**src/rtl/conv_pkg.sv**
```systemverilog
// Shared types and helpers for the convolution / pooling pipeline stages.
package conv_pkg;

  typedef enum logic [1:0] {
    IDLE  = 2'd0,
    INIT  = 2'd1,
    CMP   = 2'd2,
    WRITE = 2'd3
  } pool_state_t;

  // Output map edge length for a square input map.
  function automatic int pool_out_size(input int size, input int pool, input int stride);
    return (size - pool) / stride + 1;
  endfunction

  // Signed maximum; a tie keeps the first argument.
  function automatic logic signed [31:0] signed_max(input logic signed [31:0] a,
                                                    input logic signed [31:0] b);
    return (b > a) ? b : a;
  endfunction

endpackage

```
**src/rtl/pool_index_counter.sv**
```systemverilog
// Row-major 2-D window index counter for the pooling scan.
module pool_index_counter #(
  parameter int OUT = 2,
  localparam int IW = (OUT > 1) ? $clog2(OUT) : 1
) (
  input  logic          clock,
  input  logic          reset,
  input  logic          clear,
  input  logic          ena,
  output logic [IW-1:0] orow,
  output logic [IW-1:0] ocol,
  output logic          last
);

  localparam logic [IW-1:0] IDX_MAX = IW'(OUT - 1);

  assign last = (orow == IDX_MAX) && (ocol == IDX_MAX);

  always_ff @(posedge clock) begin
    if (reset || clear) begin
      orow <= '0;
      ocol <= '0;
    end else if (ena) begin
      if (ocol == IDX_MAX) begin
        ocol <= '0;
        orow <= (orow == IDX_MAX) ? '0 : orow + 1'b1;
      end else begin
        ocol <= ocol + 1'b1;
      end
    end
  end

endmodule

```
**src/rtl/max_pool2.sv**
```systemverilog
// Sequential 2-D max-pooling stage: snapshots the feature map on start and
// scans windows one comparison per cycle into a registered output map.
module max_pool2
  import conv_pkg::*;
#(
  parameter int SIZE      = 5,
  parameter int POOL      = 2,
  parameter int STRIDE    = 2,
  parameter int WIDTH_BIT = 8,
  localparam int OUT      = pool_out_size(SIZE, POOL, STRIDE)
) (
  input  logic                                          clock,
  input  logic                                          reset,
  input  logic                                          start,
  input  logic signed [SIZE-1:0][SIZE-1:0][WIDTH_BIT-1:0] inpMatrixI,
  output logic                                          busy,
  output logic                                          done,
  output logic signed [OUT-1:0][OUT-1:0][WIDTH_BIT-1:0]   poolOut
);

  localparam int IW = (OUT > 1) ? $clog2(OUT) : 1;
  localparam int RW = (SIZE > 1) ? $clog2(SIZE) : 1;
  localparam int KW = (POOL * POOL > 1) ? $clog2(POOL * POOL) : 1;
  localparam logic [KW-1:0] K_LAST = KW'(POOL * POOL - 1);

  pool_state_t                                   state;
  logic [SIZE-1:0][SIZE-1:0][WIDTH_BIT-1:0]      map_buf;
  logic signed [WIDTH_BIT-1:0]                   acc;
  logic [KW-1:0]                                 k;
  logic [IW-1:0]                                 orow;
  logic [IW-1:0]                                 ocol;
  logic                                          last;
  logic [RW-1:0]                                 row_idx;
  logic [RW-1:0]                                 col_idx;
  logic signed [WIDTH_BIT-1:0]                   elem;

  pool_index_counter #(.OUT(OUT)) u_index (
    .clock (clock),
    .reset (reset),
    .clear ((state == IDLE) && start),
    .ena   (state == WRITE),
    .orow  (orow),
    .ocol  (ocol),
    .last  (last)
  );

  // Element k of the current window, row-major inside the window.
  always_comb begin
    row_idx = RW'(int'(orow) * STRIDE + int'(k) / POOL);
    col_idx = RW'(int'(ocol) * STRIDE + int'(k) % POOL);
    elem    = map_buf[row_idx][col_idx];
  end

  // NOTE: all state uses non-blocking assignments so every register samples
  // pre-edge values; map_buf is cleared on reset because it is observable
  // state that must not leak a previous job after an abort.
  always_ff @(posedge clock) begin
    if (reset) begin
      state   <= IDLE;
      busy    <= 1'b0;
      done    <= 1'b0;
      poolOut <= '0;
      map_buf <= '0;
      acc     <= '0;
      k       <= '0;
    end else begin
      done <= 1'b0;
      unique case (state)
        IDLE: begin
          if (start) begin
            map_buf <= inpMatrixI;
            k       <= '0;
            busy    <= 1'b1;
            state   <= INIT;
          end
        end
        INIT: begin
          acc <= elem;
          if (POOL == 1) begin
            state <= WRITE;
          end else begin
            k     <= KW'(1);
            state <= CMP;
          end
        end
        CMP: begin
          acc <= WIDTH_BIT'(signed_max(32'(acc), 32'(elem)));
          if (k == K_LAST) state <= WRITE;
          else             k     <= k + 1'b1;
        end
        WRITE: begin
          poolOut[orow][ocol] <= acc;
          k <= '0;
          if (last) begin
            done  <= 1'b1;
            busy  <= 1'b0;
            state <= IDLE;
          end else begin
            state <= INIT;
          end
        end
        default: state <= IDLE;
      endcase
    end
  end

endmodule

```
**config.mk**
```make
export PLATFORM = sky130hd
export DESIGN_NAME = max_pool2
export DESIGN_NICKNAME = d
export VERILOG_FILES = /design/src/rtl/conv_pkg.sv /design/src/rtl/pool_index_counter.sv /design/src/rtl/max_pool2.sv
export SDC_FILE = /design/constraint.sdc
export NUM_CORES = 1
export LEC_CHECK = 0
export BUFFER_PORTS_ARGS = -buffer_cell sky130_fd_sc_hd__buf_4
export CAP_MARGIN = 30
export CORE_MARGIN = 2
export CORE_UTILIZATION = 46
export DETAILED_ROUTE_END_ITERATION = 7
export PLACE_DENSITY = 0.76
export SETUP_SLACK_MARGIN = 0.2
export SYNTH_ARGS = -nofsm -noshare
export SYNTH_HDL_FRONTEND = slang
export SYNTH_SLANG_ARGS = --single-unit
```
**constraint.sdc**
```tcl
create_clock -name clock -period 3.4 [get_ports clock]
set_clock_uncertainty 0.2 [all_clocks]
set_input_delay 0.68 -clock clock [delete_from_list [all_inputs] [get_ports clock]]
set_output_delay 0.68 -clock clock [all_outputs]
set_load 0.01 [all_outputs]
```
* Word-level counts from Yosys, hierarchy flattened
Cells that the tools add are included.
** Storage, ports and cells
- Flip-flop bits (word level) :: 248
- Input port bits :: 203
- Word-level logic and storage cells :: 97
** Cells by class
- Add/subtract/negate cells :: 5
- Magnitude comparators :: 7
- Equal/unequal tests :: 9
- Muxes and demuxes :: 24
- Bitwise logic cells :: 1
- Reductions and logical operators :: 15
** Operator list (count)
- $bmux W40 S3 :: 1
- $mux W40 :: 1
- $bwmux W32 :: 1
- $bmux W8 S3 :: 1
- $mux W8 :: 3
- $demux W16 S1 :: 1
- $mux W16 :: 1
- $pmux W2 S4 :: 2
- $pmux W8 S2 :: 1
- $ne A2 B2 Y1 const B :: 5
- $reduce_and A2 Y1 :: 5
- $demux W8 S1 :: 1
- $gt A8 B8 Y1 :: 1
- $lt A3 B4 Y1 const B :: 2
- $mux W2 :: 4
- $add A2 B1 Y3 :: 2
- $eq A2 B2 Y1 const B :: 3
- $mux W1 :: 6
- $logic_and A1 B1 Y1 :: 4
- $lt A1 B2 Y1 const B :: 2
- $reduce_bool A2 Y1 :: 2
- $reduce_and A3 Y1 :: 1
- $add A1 B1 Y1 const B :: 2
- $add A2 B1 Y2 const B :: 1
- other kinds (7) :: 8

* Longest topological paths before layout
- Depth in word-level cells :: 8
- Gate-level depth with buffers :: 11
- Mapped depth without buffers :: 9

* Hierarchy
From an unflattened synthesis, not the netlist that was laid out.
** Unflattened totals
- Cell total of the unflattened synthesis :: 867
- Area, all modules :: 7389.6 um^2
** Modules (own cells, without submodules)
- max_pool2 :: instances 1, cells each 858, area an instance 7298.2 um^2, seq. area each 3483.3 um^2
- pool_index_counter :: instances 1, cells each 9, area an instance 91.3 um^2, seq. area each 40.0 um^2

* Worst setup path after synthesis
Ideal clock, no wire load.
- Kind :: flip-flop to flip-flop
- Start :: reg k[1]
- End :: reg acc[0]
- Setup time :: 0.058 ns
- Arrival :: 2.938 ns
- Data required time :: 3.142 ns
- Path slack :: 0.203 ns
- Stages on the path, launching flop included :: 12
- Clock period less this slack :: 3.197 ns
- Path through :: dfxtp_1 -> buf_6 -> buf_4 -> mux4_2 -> a22oi_1 -> nand2_1 -> ha_1 -> and4_1 -> a221o_1 -> o2111ai_2 -> and3_1 -> o21ba_1
** On the way
- Word-level cells in the longest chain between the ends :: 8
- Elaborated cells between the ends (all ways) :: 10
** RTL lines
- start: declaration :: RTL line max_pool2.sv:29 : logic [KW-1:0] k;
- start signal: assignment :: RTL line max_pool2.sv:89 : else k <= k + 1'b1;
- $add A2 B1 Y3 :: RTL line max_pool2.sv:49 : row_idx = RW'(int'(orow) * STRIDE + int'(k) / POOL);
- $bmux W40 S3 :: RTL line max_pool2.sv:51 : elem = map_buf[row_idx][col_idx];
- $mux W40 (implied by the code) :: RTL line max_pool2.sv:51
- $bmux W8 S3 :: RTL line max_pool2.sv:51
- $mux W8 (implied by the code) :: RTL line max_pool2.sv:51
- net elem[7] :: RTL line max_pool2.sv:35 : logic signed [WIDTH_BIT-1:0] elem;
- $gt A8 B8 Y1 :: RTL line conv_pkg.sv:19 : return (b > a) ? b : a;
- $ne A2 B2 Y1 (no line)
- $reduce_and A2 Y1 (no line)
- end signal: assignment :: RTL line max_pool2.sv:78 : acc <= elem;
- end signal: assignment :: RTL line max_pool2.sv:87 : acc <= WIDTH_BIT'(signed_max(32'(acc), 32'(elem)));
- end: declaration :: RTL line max_pool2.sv:28 : logic signed [WIDTH_BIT-1:0] acc;
The timed path passes the listed nets, and every way through them passes these cells. The select of a mux whose other input is x is not followed.
A chain may end at the register's enable or synchronous reset.

* Worst setup path in the final report
- Start :: reg u_index.orow
- End :: reg acc[5]
** On the way
- Word-level cells in the longest chain between the ends :: 8
- Elaborated cells between the ends (all ways) :: 10
** RTL lines
- start: declaration :: RTL line pool_index_counter.sv:10 : output logic [IW-1:0] orow,
- start signal: assignment :: RTL line pool_index_counter.sv:26 : orow <= (orow == IDX_MAX) ? '0 : orow + 1'b1;
- $add A2 B1 Y3 :: RTL line max_pool2.sv:49
- $bmux W40 S3 :: RTL line max_pool2.sv:51
- $mux W40 (implied by the code) :: RTL line max_pool2.sv:51
- $bmux W8 S3 :: RTL line max_pool2.sv:51
- $mux W8 (implied by the code) :: RTL line max_pool2.sv:51
- net elem[6] :: RTL line max_pool2.sv:35
- $gt A8 B8 Y1 :: RTL line conv_pkg.sv:19
- $ne A2 B2 Y1 (no line)
- $reduce_and A2 Y1 (no line)
The timed path passes the listed nets, and every way through them passes these cells. The select of a mux whose other input is x is not followed.

==> impl_metrics.ini <==
[die]
core_um2 = 15800
start_util_pct = 46.7
ioPinCount = 237
die_area_um2 = 17100
rows = 46
die_w_um = 131
die_y_um = 131

[logic_synthesis]
synth-main-ff-cell = dfxtp_1
syn_avg_cell_area_um2 = 8.48
synth_top_area_share_pct = 47.8
ys_async_sr_fraction_pct = 0
synthesis.nets = 1085
ys.warnings.count = 0
synth_cells = 869
ys_seq_elements = 176
synth_edf_count = 0
synthTopCellsByArea = dfxtp_1, nand2_1, a21oi_1
yosysUniqueCellTypes = 44
yosysTopAreaCell = dfxtp_1
synth_seq_area_share_pct = 47.8
syn_area_um2 = 7370

[route]
drt_wl_total_um = 19100
detail_route.wl_per_cell_um = 15.4
drt_first_pass_iters = 5
drt-initial-drc-count = 411
viasPerCell = 5.23
vias = 6485
route.detailed.drc = 0
ant_nets = 0

[placement]
globalplace.congestion = 0.881
place_hpwl_um = 13200
port_buffers = 164

[clocking]
htree_levels = 4
clock_sinks = 176
cts_tree = built
cts_hold_buf = 0
clk_path_buf_depth = 2
clock_latency_ps = 430
clk_pin_slew_ps = 60
cts_root_buf = clkbuf_16
cts_made_buffers = 17

[outcome]
outcome = completed

[power_and_ir_drop]
ir_drop_uv = 385
p_leak_nw = 3.84
power_density_nw_per_um2 = 648
finalPower_mw = 6.25

[finish]
drive_above_1_share_pct = 27.4
antenna_cells = 0
fillers = 1419
nNetsFinal = 1228
syn2layout_area_growth_pct = 30.9

[timing]
max-slew-margin-rel_pct = 52.0
period_share_pct = 99.7
drv_slew = 0
setup_violations = 0
hold_viol_final = 0
max_freq_mhz = 295
setup-tns-final_ps = 0
rsz0062_at_grt = yes
period_needed_ps = 3390
worst-slew-pin-transition_ps = 717

[grt]
grt_pass1_wl_um = 29500
grt_usage_pct = 22.3
grt_max_degree = 81
antenna_found_initial = 0
overflow = 0
grt_pass1_vias = 6023

[critical_path]
r2r_setup_slack_ps = 10
cp_max_fo = 7
reg2reg_to = acc[5]
ff2ff_path_depth = 10
worstSetupPathType = reg -> reg
r2r_start = u_index.orow
cp.required_ps = 3500
end_kind = register
critPathLaunch = u_index.orow
cp-endpoint = acc[5]
start_kind = register
cp.arrival_ps = 3490

[run]
cap_violations = 0

[min_path]
hold_class = reg -> reg
==> worst min-delay path by stage <==
stage                     depth (start not counted)      endpoint         start  slack, ps
after floorplan                                   2  map_buf[100]  map_buf[100]        230
after global placement                            2   map_buf[64]   map_buf[64]        240
after detailed placement                          2  map_buf[134]  map_buf[134]        240
after CTS                                         2  map_buf[134]  map_buf[134]        250
after global routing                              2  map_buf[111]  map_buf[111]        270
final                                             2   map_buf[64]   map_buf[64]        250
==> routing by layer <==
| metal | track usage [%] | share of wire, % | up-vias |
|---|---|---|---|
| li1 | - | - | 3217 |
| met2 | 37.5 | 50 | 177 |
| met5 | 0 | 0 | - |
| met1 | 29.3 | 44 | 3067 |
| met4 | 7.07 | 1.8 | 0 |
| met3 | 4.32 | 4.7 | 24 |
==> synth_stat cells, types with 2 or more instances <==
master and count:
nor2b_1 5, clkbuf_1 55, ha_1 13, and3_1 3, a21oi_1 160, or2_2 2, mux4_2 32, nand2_1 283
a21o_1 2, dfxtp_1 176, nor2_1 43, nand3_1 10, buf_2 6, a22oi_1 14, inv_1 11, buf_4 2
and2_1 3, mux2i_1 11, o21ai_0 11, buf_1 3
==> stage by stage <==
step	instances	setup WS [ps]	hold slack (ps)	cell area, µm²	util (%)
after floorplan	869	203	233	7370	-
after detailed placement	1202	54.3	245	8860	56.2
final	1241	10.5	251	9650	61.2
after global routing	1241	-65.7	266	9650	61.2
after CTS	1237	201	253	9580	60.7
after global placement	1202	50.1	239	8860	56.2
==> cell families (layout without fill, tap and decap cells) <==
kind of cell	count (synthesis)	in the layout	synth area share, %
AOI/OAI and AO/OA	203	203	15.4
xor gates and xnor gates	1	1	0.119
adders and majority gates	13	13	2.21
buffers and inverters	79	235	4.34
DFF	176	176	47.8
muxes	43	43	11.3
and+or+nand+nor	354	354	18.9
==> cell usage in the layout (no fill, tap or decap), drive strengths merged, types with 2 or more instances in the layout <==
| cell type | count |
|---|---|
| clkbuf | 23 |
| a21oi | 161 |
| ha | 13 |
| buf | 192 |
| a22oi | 14 |
| mux4 | 32 |
| and3 | 3 |
| o21ai | 12 |
| nor2b | 5 |
| nor2 | 43 |
| a21o | 2 |
| inv | 11 |
| mux2i | 11 |
| nand2 | 283 |
| dfxtp | 176 |
| or2 | 2 |
| nand3 | 10 |
| and2 | 3 |
| clkinv | 5 |
| bufinv | 3 |
==> what timing repair did <==
item / CTS / global route
endpoints found under the setup margin: 8 / 8
gates resized for setup: 19 / 12
pin swaps: 13 / 7
setup buffers: 3 / 4
==> cell type report <==
type	instances	area, µm²	area share (%)
clock buffers	23	488	5.06
clock inverters	9	130	1.35
repair buffers	192	1560	16.2
multi-input cells	614	3630	37.6
flip-flops and latches	176	3530	36.6
inverters	11	41.3	0.428
well taps	216	270	2.80
==> registers in the layout, indices dropped and copies added (netlist names) <==
name / flops
map_buf: 128
poolOut: 32
acc: 8
k: 2
state: 2
busy: 1
done: 1
u_index.ocol: 1
u_index.orow: 1
==> worst max-delay path, stage by stage (launching register included) <==
cell and delay, ps:
dfxtp_2 380, buf_12 140, mux4_2 520, a22oi_2 240, nand2_2 100, ha_1 300
and4_1 230, a221o_1 400, o2111a_2 350, o21ai_0 270, a21oi_1 120
==> power breakdown <==
part | internal [mW] | total, mW | switching [mW]
Clock | 1.23 | 2.02 | 0.789
Combinational | 0.690 | 1.69 | 0.996
Sequential | 2.37 | 2.55 | 0.174
Total | 4.30 | 6.25 | 1.96
No activity file was read; power rests on OpenSTA's default activity.
